<file path="config.mk">
export PLATFORM = sky130hd
export DESIGN_NAME = fetch_sequencer
export DESIGN_NICKNAME = d
export VERILOG_FILES = /design/src/rtl/fetch_sequencer.sv
export SDC_FILE = /design/constraint.sdc
export NUM_CORES = 1
export LEC_CHECK = 0
export CORE_MARGIN = 2
export CORE_UTILIZATION = 50
export CTS_BUF_LIST = sky130_fd_sc_hd__clkbuf_4
export DETAILED_ROUTE_END_ITERATION = 12
export PLACE_DENSITY_LB_ADDON = 0.25
export SLEW_MARGIN = 15
export SYNTH_ARGS = -nofsm -noshare
export SYNTH_HDL_FRONTEND = slang
export SYNTH_SLANG_ARGS = --single-unit
export TNS_END_PERCENT = 100
</file>
<file path="constraint.sdc">
create_clock -name clk -period 5.1 [get_ports clk]
set_input_delay 0.765 -clock clk [delete_from_list [all_inputs] [get_ports clk]]
set_output_delay 0.765 -clock clk [all_outputs]
set_load 0.05 [all_outputs]
</file>
<file path="src/rtl/fetch_sequencer.sv">
// fetch_sequencer: byte-serial instruction fetch. Each instruction is an opcode
// byte plus 0, 1 or 2 operand bytes, handed to the decoder with a ready/done
// handshake.
// Optional feature macro: FETCH_WATCHDOG_EN builds an EXEC-cycle watchdog that
// abandons a stuck instruction and raises a sticky timeout flag.
module fetch_sequencer #(
  parameter int unsigned           REG_WIDTH   = 8,
  parameter int unsigned           ADDR_WIDTH  = 16,
  parameter logic [ADDR_WIDTH-1:0] RESET_PC    = '0,
  parameter int unsigned           WDOG_CYCLES = 255
) (
  input  logic                  clk,
  input  logic                  reset_n,
  output logic [ADDR_WIDTH-1:0] mem_addr,
  output logic                  mem_rd,
  input  logic                  mem_ack,
  input  logic [REG_WIDTH-1:0]  mem_data,
  output logic [ADDR_WIDTH-1:0] pc,
  output logic [REG_WIDTH-1:0]  instruction,
  output logic [ADDR_WIDTH-1:0] operand,
  output logic                  instruction_ready,
  input  logic                  instruction_done,
  input  logic                  jump_valid,
  input  logic [ADDR_WIDTH-1:0] jump_addr,
  input  logic                  halt,
  output logic                  timeout
);

  // The high operand byte fills whatever is left of the address above the low byte.
  localparam int unsigned HiW = ADDR_WIDTH - REG_WIDTH;

  // Opcode field decode needs an 8-bit opcode; the operand must fit in two bytes.
  if (REG_WIDTH != 8 || ADDR_WIDTH <= REG_WIDTH || ADDR_WIDTH > 2 * REG_WIDTH ||
      WDOG_CYCLES < 1) begin : g_param_check
    $error("fetch_sequencer: unsupported parameter combination");
  end

  typedef enum logic [2:0] {
    StIdle,
    StFetchOp,
    StFetchLo,
    StFetchHi,
    StExec,
    StHalt
  } state_e;

  state_e                  state_q, state_d;
  logic [ADDR_WIDTH-1:0]   pc_q, pc_d;
  logic [REG_WIDTH-1:0]    instr_q, instr_d;
  logic [ADDR_WIDTH-1:0]   operand_q, operand_d;
  logic                    wdog_expired;

  // Number of operand bytes following an opcode {aaa,bbb,cc}.
  function automatic logic [1:0] op_count(input logic [REG_WIDTH-1:0] op);
    logic [2:0] aaa, bbb;
    logic [1:0] cc;
    aaa = op[7:5];
    bbb = op[4:2];
    cc  = op[1:0];
    if (bbb == 3'b011 || bbb == 3'b111) begin
      op_count = 2'd2;
    end else if (cc == 2'b01) begin
      op_count = (bbb == 3'b110) ? 2'd2 : 2'd1;
    end else if (bbb == 3'b010 || bbb == 3'b110) begin
      op_count = 2'd0;
    end else if (bbb == 3'b000) begin
      if (aaa[2]) begin
        op_count = 2'd1;
      end else if (op == REG_WIDTH'(8'h20)) begin
        op_count = 2'd2;
      end else begin
        op_count = 2'd0;
      end
    end else begin
      op_count = 2'd1;
    end
  endfunction

  // Next-state, pc and latch logic for the fetch/exec sequence.
  always_comb begin
    state_d   = state_q;
    pc_d      = pc_q;
    instr_d   = instr_q;
    operand_d = operand_q;
    unique case (state_q)
      StIdle: begin
        state_d = halt ? StHalt : StFetchOp;
      end
      StFetchOp: begin
        if (mem_ack) begin
          instr_d   = mem_data;
          operand_d = '0;
          pc_d      = pc_q + ADDR_WIDTH'(1);
          state_d   = (op_count(mem_data) != 2'd0) ? StFetchLo : StExec;
        end
      end
      StFetchLo: begin
        if (mem_ack) begin
          operand_d[REG_WIDTH-1:0] = mem_data;
          pc_d    = pc_q + ADDR_WIDTH'(1);
          state_d = (op_count(instr_q) == 2'd2) ? StFetchHi : StExec;
        end
      end
      StFetchHi: begin
        if (mem_ack) begin
          operand_d[ADDR_WIDTH-1:REG_WIDTH] = mem_data[HiW-1:0];
          pc_d    = pc_q + ADDR_WIDTH'(1);
          state_d = StExec;
        end
      end
      StExec: begin
        if (instruction_done) begin
          if (jump_valid) begin
            pc_d = jump_addr;
          end
          state_d = halt ? StHalt : StFetchOp;
        end else if (wdog_expired) begin
          // Abandon the instruction and refetch from where pc already points.
          state_d = StFetchOp;
        end
      end
      StHalt: begin
        if (!halt) begin
          state_d = StFetchOp;
        end
      end
      default: begin
        state_d = StIdle;
      end
    endcase
  end

  // Sequencer state, program counter and latched instruction bytes.
  always_ff @(posedge clk or negedge reset_n) begin
    if (!reset_n) begin
      state_q   <= StIdle;
      pc_q      <= RESET_PC;
      instr_q   <= '0;
      operand_q <= '0;
    end else begin
      state_q   <= state_d;
      pc_q      <= pc_d;
      instr_q   <= instr_d;
      operand_q <= operand_d;
    end
  end

`ifdef FETCH_WATCHDOG_EN
  localparam int unsigned WdogW = $clog2(WDOG_CYCLES + 1);

  logic [WdogW-1:0] wdog_cnt_q, wdog_cnt_d;
  logic             timeout_q, timeout_d;

  assign wdog_expired = (state_q == StExec) && !instruction_done &&
                        (wdog_cnt_q == WdogW'(WDOG_CYCLES - 1));

  // Count EXEC cycles; any non-EXEC cycle clears the count so it restarts on entry.
  always_comb begin
    wdog_cnt_d = '0;
    timeout_d  = timeout_q | wdog_expired;
    if (state_q == StExec && !instruction_done && !wdog_expired) begin
      wdog_cnt_d = wdog_cnt_q + WdogW'(1);
    end
  end

  // Watchdog counter and sticky timeout flag.
  always_ff @(posedge clk or negedge reset_n) begin
    if (!reset_n) begin
      wdog_cnt_q <= '0;
      timeout_q  <= 1'b0;
    end else begin
      wdog_cnt_q <= wdog_cnt_d;
      timeout_q  <= timeout_d;
    end
  end

  assign timeout = timeout_q;
`else
  assign wdog_expired = 1'b0;
  assign timeout      = 1'b0;
`endif

  assign mem_rd            = (state_q == StFetchOp) || (state_q == StFetchLo) ||
                             (state_q == StFetchHi);
  assign mem_addr          = pc_q;
  assign pc                = pc_q;
  assign instruction       = instr_q;
  assign operand           = operand_q;
  assign instruction_ready = (state_q == StExec);

endmodule

</file>
==> reports/qor.txt, run 1 <==
status: finished clean
Worst Setup Path Type: register to primary output
setup violators final: 0
pin count of the biggest net entering global routing: 44
GR Overflow Total: 0
syn nets: 297
Min-Delay Endpoint: operand[11]
CP max FO: 25
Inst Count DP: 390
count of state elements after synthesis: 43
Post-Layout Cell Count: 398
Hold Fails Final Rpt: 0
Hold Crit Class: register to register
Crit Reg-Reg Endpoint: mem_addr[5]
DR vias: 2224
Yosys warnings: 0
GPL Wtd Cong: 0.845
global-route wire length before repair: 9700 um
TritonRoute pass-1 iters: 4
hold_buf cts: 0
drt drc: 0
slowest CP cell: clkdlybuf4s50_1
# Max-Cap Violations: 0
setup ws final: 1250 ps
RR Startpoint: state_q[1]
Worst Skew: 13.4 ps
share of layout cells above drive strength 1: 9.06%
I/O pin total: 89
Buf/Inv on CP: 2
# diodes: 0
Cell Area, Placed: 3190 um^2
pre-CTS setup slack: 1660 ps
post-route clock period utilization: 75.5%
core area: 4750 um^2
Reg clk slew, reported paths: 120 ps
Slew headroom: 33.5%
CTS tree: done
final WL: 6080 um
flop2flop setup slack: 2300 ps
Crit path max-delay family: buffers and inverters
# clock sinks: 43
Area Growth Syn to Fin: 31.9%
hold path start: operand[11]
crit end category: primary output
initial DRC count: 124
Die W: 74.2 um
Max Clk Rate: 0.260 GHz
CTS resizes: 0
Cell Area, Synth: 2470 um^2
Final Instance Area: 3250 um^2
Slew Limit Fails: 0
Post-Syn Instances: 266
Setup TNS: 0 ps
worst stage delay on the critical path: 820 ps
critical path, cell by cell: or3b_1 -> clkinv_2 -> clkdlybuf4s50_1
min Tclk post-route: 3850 ps
Worst Path Required: 4340 ps
vias per inst: 5.59
worst r2r path cells: 5
CTS H-tree lvls: 2
vias in the first global route: 2041
# rows: 25
Distinct cells, synth: 61
Skew-Pair Late Insertion Delay: 360 ps
Worst Tran Pin Value: 997 ps
initial antenna violation count: 0
dpl hpwl: 4430 um
Antenna Nets Post-Route: 0
TritonCTS buffer count: 5
synthesized area per cell: 9.27 um^2
nets@finish: 361
Worst setup SP type: register
Main synth FF type: dfrtp_1
RSZ-0062 raised after global routing: false
Initial Util: 51.9%
DIE AREA: 5510 um^2
Clock Tree Buf Depth: 2
wire per inst: 15.3 um
clock root cell: clkbuf_4
hold depth: 2
die height: 74.2 um
EDFF count, synth: 0
Setup Fix Bufs, Post-CTS: 0
register area share after synthesis: 43.6%
FFs w/ async S/R, synth: 100%
port bufs: 87
GRT Resource Usage Total: 22.8%
filler instances: 415
CP arrival: 3080 ps
==> how the worst max path moves through the flow <==
stage	startpoint	endpoint	slack, ps	cells after the start
after floorplan	state_q[0]	instruction_ready	3070	5
after global placement	state_q[1]	instruction_ready	1730	3
after detailed placement	state_q[1]	instruction_ready	1660	3
after CTS	state_q[1]	instruction_ready	1270	3
after global routing	state_q[1]	instruction_ready	1040	3
final	state_q[1]	instruction_ready	1250	3
==> metal layers <==
metal  GRT usage, %  share of wire (%)  vias up
met3           4.88                5.3       11
met4           7.94                1.5        0
met5              0                  0        -
met2           35.7                 47       67
li1               -                  -     1074
met1           31.6                 46     1072
==> synthesized netlist by cell type, drive strengths merged, types with 2 or more instances <==
cell / instances / area [um^2]
a21oi: 14 / 73.8
a22oi: 4 / 30.0
a311oi: 2 / 17.5
a31oi: 2 / 12.5
buf: 27 / 210
clkbuf: 3 / 11.3
dfrtp: 43 / 1080
inv: 7 / 26.3
mux2: 8 / 90.1
nand2: 43 / 161
nand2b: 2 / 12.5
nand3: 12 / 65.1
nand4: 4 / 40.0
nor2: 12 / 47.6
nor3: 3 / 15.0
nor3b: 4 / 30.0
o211ai: 7 / 57.6
o21ai: 30 / 150
o22ai: 3 / 18.8
o2bb2ai: 2 / 17.5
o31a: 2 / 20.0
or4: 2 / 18.8
==> placed cells by master (no fill, tap or decap), types with 6 or more instances in the layout <==
cell type,count
dfrtp_1,43
o211ai_1,6
clkdlybuf4s50_1,86
mux2_2,8
a21oi_1,13
nor2_1,11
o21ai_0,27
inv_1,7
nand3_1,11
clkbuf_4,6
nand2_1,43
==> flip-flops by register name, indices dropped and copies added (netlist names) <==
| signal | flops |
|---|---|
| operand | 16 |
| instruction | 8 |
| mem_addr | 16 |
| state_q | 3 |
==> area by class of cell <==
class	count	area, um^2	share of cell area [%]
Clock buffer	6	45.0	1.39
Multi-Input combinational cell	185	1140	35.1
Inverter	8	31.3	0.962
Timing Repair Buffer	87	866	26.6
Tap cell	67	83.8	2.58
Clock inverter	2	7.51	0.231
Sequential cell	43	1080	33.1
==> worst min-delay path, stage by stage, from the launching register on <==
cell	delay, ps
dfrtp_1	360
nand2_1	40
o21ai_0	60
==> cell families after synthesis <==
logic type / synth area share, %
flip-flops: 43.6
AO/OA/AOI/OAI: 21.9
other: 0.152
adder cells (fa/ha/maj): 0.507
XOR/XNOR: 0.355
buffers and inverters: 10.2
multiplexers: 4.06
AND/OR/NAND/NOR: 19.2
==> per-stage QoR <==
| step | util, % | hold WS, ps |
|---|---|---|
| floorplan | - | 469 |
| global placement | 67.2 | 464 |
| detailed placement | 67.2 | 475 |
| CTS | 68.3 | 504 |
| global route | 68.4 | 513 |
| finish | 68.4 | 495 |
Power of run 1 is left out: the tool's default activity adds up to more than one toggle a clock period on the data nets, which glitch-free logic cannot reach.
==> run 2: changes to the inputs <==
--- a/config.mk
+++ b/config.mk
@@ -6,7 +6,7 @@
 export NUM_CORES = 1
 export LEC_CHECK = 0
 export CORE_MARGIN = 2
-export CORE_UTILIZATION = 50
+export CORE_UTILIZATION = 42
 export CTS_BUF_LIST = sky130_fd_sc_hd__clkbuf_4
 export DETAILED_ROUTE_END_ITERATION = 12
 export PLACE_DENSITY_LB_ADDON = 0.25
==> constraint.sdc (replaced) <==
create_clock -name clk -period 3.2 [get_ports clk]
set_input_delay 0.48 -clock clk [delete_from_list [all_inputs] [get_ports clk]]
set_output_delay 0.48 -clock clk [all_outputs]
set_load 0.05 [all_outputs]
==> run 2 against run 1 <==
Setup slack got worse by 760 ps. Die area increased by 18%. Final area increased by 1.0%. Global-route usage decreased by 3.4 points. Critical path depth unchanged. Via count about the same. Utilization decreased by 9.4 points. Final cell count increased by 2.3%. Non-clock buffer count increased by 4. Count of clock-buffer cells in the layout increased by 1. Routed wire length increased by 0.41%. Register-to-register slack got worse by 1400 ps. Critical endpoint is now mem_rd. Highest routed layer unchanged.
==> reports/qor.txt, run 2 (same netlist as run 1, synthesis figures left out) <==
Worst Setup Path Type: register to primary output
multi-input logic area: 1140 um^2 (-0.44%)
clock root cell: clkbuf_4
most frequent cells in the layout: clkdlybuf4s50_1, nand2_1, dfrtp_1
die height: 80.6 um (+8.6%)
dpl hpwl: 4500 um (+1.7%)
Worst Tran Pin Value: 949 ps (-48.1 ps)
drt drc: 0 (unchanged)
Pwr Total: 3.96 mW
crit end category: primary output
# diodes: 0 (unchanged)
GRT Resource Usage Total: 19.4% (-3.4 points)
Hold Crit Class: primary input to asynchronous set/reset pin
I/O pin total: 89 (unchanged)
port bufs: 87 (unchanged)
worst r2r path cells: 6 (+1)
status: finished clean
Worst setup SP type: register
Leak: 1.33 nW
GR Overflow Total: 0 (unchanged)
share of layout cells above drive strength 1: 10.7% (+1.7 points)
RR Startpoint: state_q[1]
TritonRoute pass-1 iters: 5 (+1)
# rows: 27 (+8.0%)
Worst Skew: 14.6 ps (+1.21 ps)
Crit Reg-Reg Endpoint: mem_addr[5]
CTS H-tree lvls: 2 (unchanged)
Power per Cell Area: 1210 nW/um^2
CP arrival: 2230 ps (-850 ps)
pin count of the biggest net entering global routing: 44 (unchanged)
Max Clk Rate: 0.369 GHz
Setup Fix Bufs, Post-CTS: 0 (unchanged)
# Max-Cap Violations: 0 (unchanged)
GPL Wtd Cong: 0.795 (-5.9%)
Antenna Nets Post-Route: 0 (unchanged)
TritonCTS buffer count: 5 (unchanged)
CTS resizes: 0 (unchanged)
filler instances: 518 (+25%)
Die W: 80.6 um (+8.6%)
vias in the first global route: 1952 (-4.4%)
Setup TNS: 0 ps (unchanged)
post-route clock period utilization: 84.8%
initial DRC count: 167 (+35%)
hold_buf cts: 0 (unchanged)
Worst VDD drop: 0.598 mV
core area: 5570 um^2 (+17%)
# clock sinks: 43 (unchanged)
CTS tree: done
Skew-Pair Late Insertion Delay: 350 ps (about the same)
Worst Path Required: 2720 ps (-1620 ps)
nets@finish: 365 (+1.1%)
CP max FO: 19 (-24%)
setup violators final: 0 (unchanged)
wire per inst: 15.0 um (-1.8%)
Slew Limit Fails: 0 (unchanged)
initial antenna violation count: 0 (unchanged)
final hold slack: 250 ps (-245 ps)
min Tclk post-route: 2710 ps
flop2flop setup slack: 940 ps (-1360 ps)
sequential cell area: 1080 um^2 (unchanged)
Hold Fails Final Rpt: 0 (unchanged)
Slew headroom: 36.8% (+3.2 points)
final WL: 6100 um (+0.41%)
Clock Tree Buf Depth: 2 (unchanged)
DR vias: 2223 (-0.045%)
Reg clk slew, reported paths: 130 ps (about the same)
DIE AREA: 6500 um^2 (+18%)
RSZ-0062 raised after global routing: false
vias per inst: 5.46 (-2.3%)
Area Growth Syn to Fin: 33.2%
most common cell after layout, fill and taps aside: clkdlybuf4s50_1
global-route wire length before repair: 9760 um (+0.57%)
Initial Util: 44.2% (-7.6 points)
## run 2: layer usage
metal  GRT usage, %  up-vias  part of all wire, %
met1           27.1     1070                   45
met5              0        -                    0
li1               -     1078                    -
met2           30.1       67                   48
met3           3.93        8                  5.9
met4           5.93        0                  1.3
## run 2: cell type report
| class | count | share of cell area, % |
|---|---|---|
| inverter | 8 | 0.952 |
| clock buffer | 7 | 1.60 |
| tap | 72 | 2.74 |
| timing repair buffer | 91 | 27.2 |
| sequential | 43 | 32.7 |
| multi-input combinational | 185 | 34.6 |
| clock inverter | 1 | 0.152 |
## run 2: how the worst max path moves through the flow
stage	start	end	slack (ps)	cells after the start
finish	state_q[1]	mem_rd	490	3
detailed placement	mem_ack	instruction[1]	860	4
global placement	state_q[1]	mem_rd	900	3
floorplan	mem_addr[0]	mem_addr[10]	1180	5
CTS	state_q[1]	mem_rd	490	3
global route	state_q[1]	mem_rd	280	3
## run 2: where the power goes
group          total, mW  internal, mW  switching (mW)  leakage [nW]
clock              0.277         0.103           0.174        0.0361
combinational       2.61         0.883            1.72         0.756
sequential          1.08         0.771           0.306         0.534
## run 2: per-stage QoR
step | util, % | setup WS, ps | cells | instance area, um^2
2_1_floorplan | - | 1180 | 266 | 2470
3_3_place_gp | 57.9 | 899 | 399 | 3230
3_5_place_dp | 57.9 | 864 | 399 | 3230
4_1_cts | 58.9 | 492 | 407 | 3290
5_1_grt | 58.9 | 285 | 407 | 3290
6_report | 58.9 | 487 | 407 | 3290
## run 2: worst max-delay path, cell delays in order (launching register included)
cell and delay (ps):
dfrtp_1 730, nor2_1 200, nor2_1 140, clkdlybuf4s50_1 820
(Power assumes the default switching activity.)
==> run 3: changes to the inputs <==
--- a/config.mk
+++ b/config.mk
@@ -6,7 +6,7 @@
 export NUM_CORES = 1
 export LEC_CHECK = 0
 export CORE_MARGIN = 2
-export CORE_UTILIZATION = 42
+export CORE_UTILIZATION = 46
 export CTS_BUF_LIST = sky130_fd_sc_hd__clkbuf_4
 export DETAILED_ROUTE_END_ITERATION = 12
 export PLACE_DENSITY_LB_ADDON = 0.25
==> constraint.sdc (replaced) <==
create_clock -name clk -period 2.7 [get_ports clk]
set_input_delay 0.405 -clock clk [delete_from_list [all_inputs] [get_ports clk]]
set_output_delay 0.405 -clock clk [all_outputs]
set_load 0.05 [all_outputs]
==> run 3 against run 2 <==
Via count is 1.1% higher. Final cell count unchanged. Final area rose by 0.95%. Clock skew shrank 3.7 ps. Total power increased by 21%.
==> reports/qor.txt, run 3 (same netlist as run 1, synthesis figures left out) <==
drt drc: 0 (unchanged)
pin count of the biggest net entering global routing: 44 (unchanged)
wire per inst: 15.6 um (+4.2%)
Post-Layout Cell Count: 407 (unchanged)
I/O pin total: 89 (unchanged)
post-route clock period utilization: 88.5%
port bufs: 87 (unchanged)
Initial Util: 48.0% (+3.7 points)
vias per inst: 5.52 (+1.1%)
share of layout cells above drive strength 1: 11.0% (+0.23 points)
Leak: 1.34 nW (+1.2%)
Psw: 2.64 mW (+20%)
most frequent cells in the layout: clkdlybuf4s50_1, nand2_1, dfrtp_1
Worst VDD drop: 0.871 mV (+46%)
Pwr Total: 4.80 mW (+21%)
GRT Resource Usage Total: 22.2% (+2.8 points)
Inst Count DP: 399 (unchanged)
TritonRoute pass-1 iters: 4 (-1)
initial antenna violation count: 0 (unchanged)
clock root cell: clkbuf_4
Skew-Pair Late Insertion Delay: 360 ps (about the same)
most common cell after layout, fill and taps aside: clkdlybuf4s50_1
Power per Cell Area: 1450 nW/um^2 (+20%)
CP arrival: 1990 ps (-240 ps)
status: finished clean
global routing usage on met1: 31.1% (+4.0 points)
# diodes: 0 (unchanged)
die height: 77.2 um (-4.2%)
Slew Limit Fails: 0 (unchanged)
Die W: 77.2 um (-4.2%)
CTS resizes: 0 (unchanged)
DIE AREA: 5960 um^2 (-8.3%)
Area Growth Syn to Fin: 34.5%
GR Overflow Total: 0 (unchanged)
Setup TNS: 0 ps (unchanged)
# rows: 26 (-3.7%)
core area: 5140 um^2 (-7.8%)
Worst Skew: 11.0 ps (-3.69 ps)
Slew headroom: 36.4% (-0.35 points)
share of total power in sequential cells: 25.8% (-1.4 points)
Global Route met3 Usage: 5.88% (+1.9 points)
Clock Tree Buf Depth: 2 (unchanged)
Switching Fraction: 54.9% (-0.77 points)
CTS H-tree lvls: 2 (unchanged)
# Max-Cap Violations: 0 (unchanged)
Max Clk Rate: 0.418 GHz
clock share of power: 8.3% (+1.3 points)
hold_buf cts: 0 (unchanged)
vias in the first global route: 2166 (+11%)
CTS tree: done
Worst setup SP type: register
Hold Crit Class: primary input to asynchronous set/reset pin
# clock sinks: 43 (unchanged)
final WL: 6360 um (+4.2%)
setup violators final: 0 (unchanged)
cell internal pwr: 2.17 mW (+23%)
GPL Wtd Cong: 0.816 (+2.7%)
global-route wire length before repair: 10700 um (+9.4%)
Worst Tran Pin Value: 954 ps (+5.27 ps)
dpl hpwl: 4560 um (+1.4%)
Hold Fails Final Rpt: 0 (unchanged)
Worst Setup Path Type: register to primary output
final core occ: 64.5% (+5.6 points)
Setup Fix Bufs, Post-CTS: 0 (unchanged)
RSZ-0062 raised after global routing: false
crit end category: primary output
Top Usage Layer GRT: met2
met2 global-route usage: 33.0% (+3.0 points)
Worst Path Required: 2300 ps (-420 ps)
min Tclk post-route: 2390 ps
Reg clk slew, reported paths: 130 ps (about the same)
initial DRC count: 163 (-2.4%)
nets@finish: 367 (+0.55%)
Antenna Nets Post-Route: 0 (unchanged)
DR vias: 2248 (+1.1%)
TritonCTS buffer count: 5 (unchanged)
Comb pwr share: 65.9% (about the same)
CP max FO: 8 (-11)
==> run 3: area by class of cell <==
cell class,instances,area [um^2]
sequential,43,1080
clock buffer,5,37.5
inverter,8,31.3
timing repair buffer,93,908
fill,461,1820
multi-input combinational,185,1140
clock inverter,3,38.8
tap,70,87.6
==> run 3: worst max-delay path: stages, from the launching register on <==
cell and delay (ps):
dfrtp_1 490, nor2_1 140, nor2_1 170, clkdlybuf4s50_1 830
==> run 3: worst paths after layout <==
kind                                  start             end  slack (ps)  cells past startpoint
worst max-delay path             state_q[0]          mem_rd         310                      3
worst min-delay path                reset_n      state_q[1]         180                      1
worst max register to register  mem_addr[0]    mem_addr[10]         780                      5
worst min register to register  operand[13]     operand[13]         490                      2
max in group asynchronous           reset_n  instruction[5]        1930                      1
min in group clk                operand[13]     operand[13]         490                      2
==> run 3: layer usage <==
layer	share of wire [%]	vias to the layer above
met2	46	77
li1	-	1088
met5	0	-
met3	6.7	11
met4	1.5	0
met1	46	1072
==> run 3: stage by stage <==
step / hold slack (ps) / worst slack (ps) / instance area [um^2]
3_3_place_gp: 463 / 514 / 3240
5_1_grt: 249 / 222 / 3320
4_1_cts: 208 / 295 / 3320
3_5_place_dp: 470 / 489 / 3240
2_1_floorplan: 109 / 677 / 2470
6_report: 183 / 309 / 3320
==> run 3: power by group through the flow <==
stage	combinational, mW	clock [mW]	sequential, mW
floorplan	1.50	0	2.05
global placement	3.12	0	1.24
detailed placement	3.16	0	1.25
CTS	3.17	0.410	1.24
global route	3.35	0.429	1.30
finish	3.17	0.399	1.24
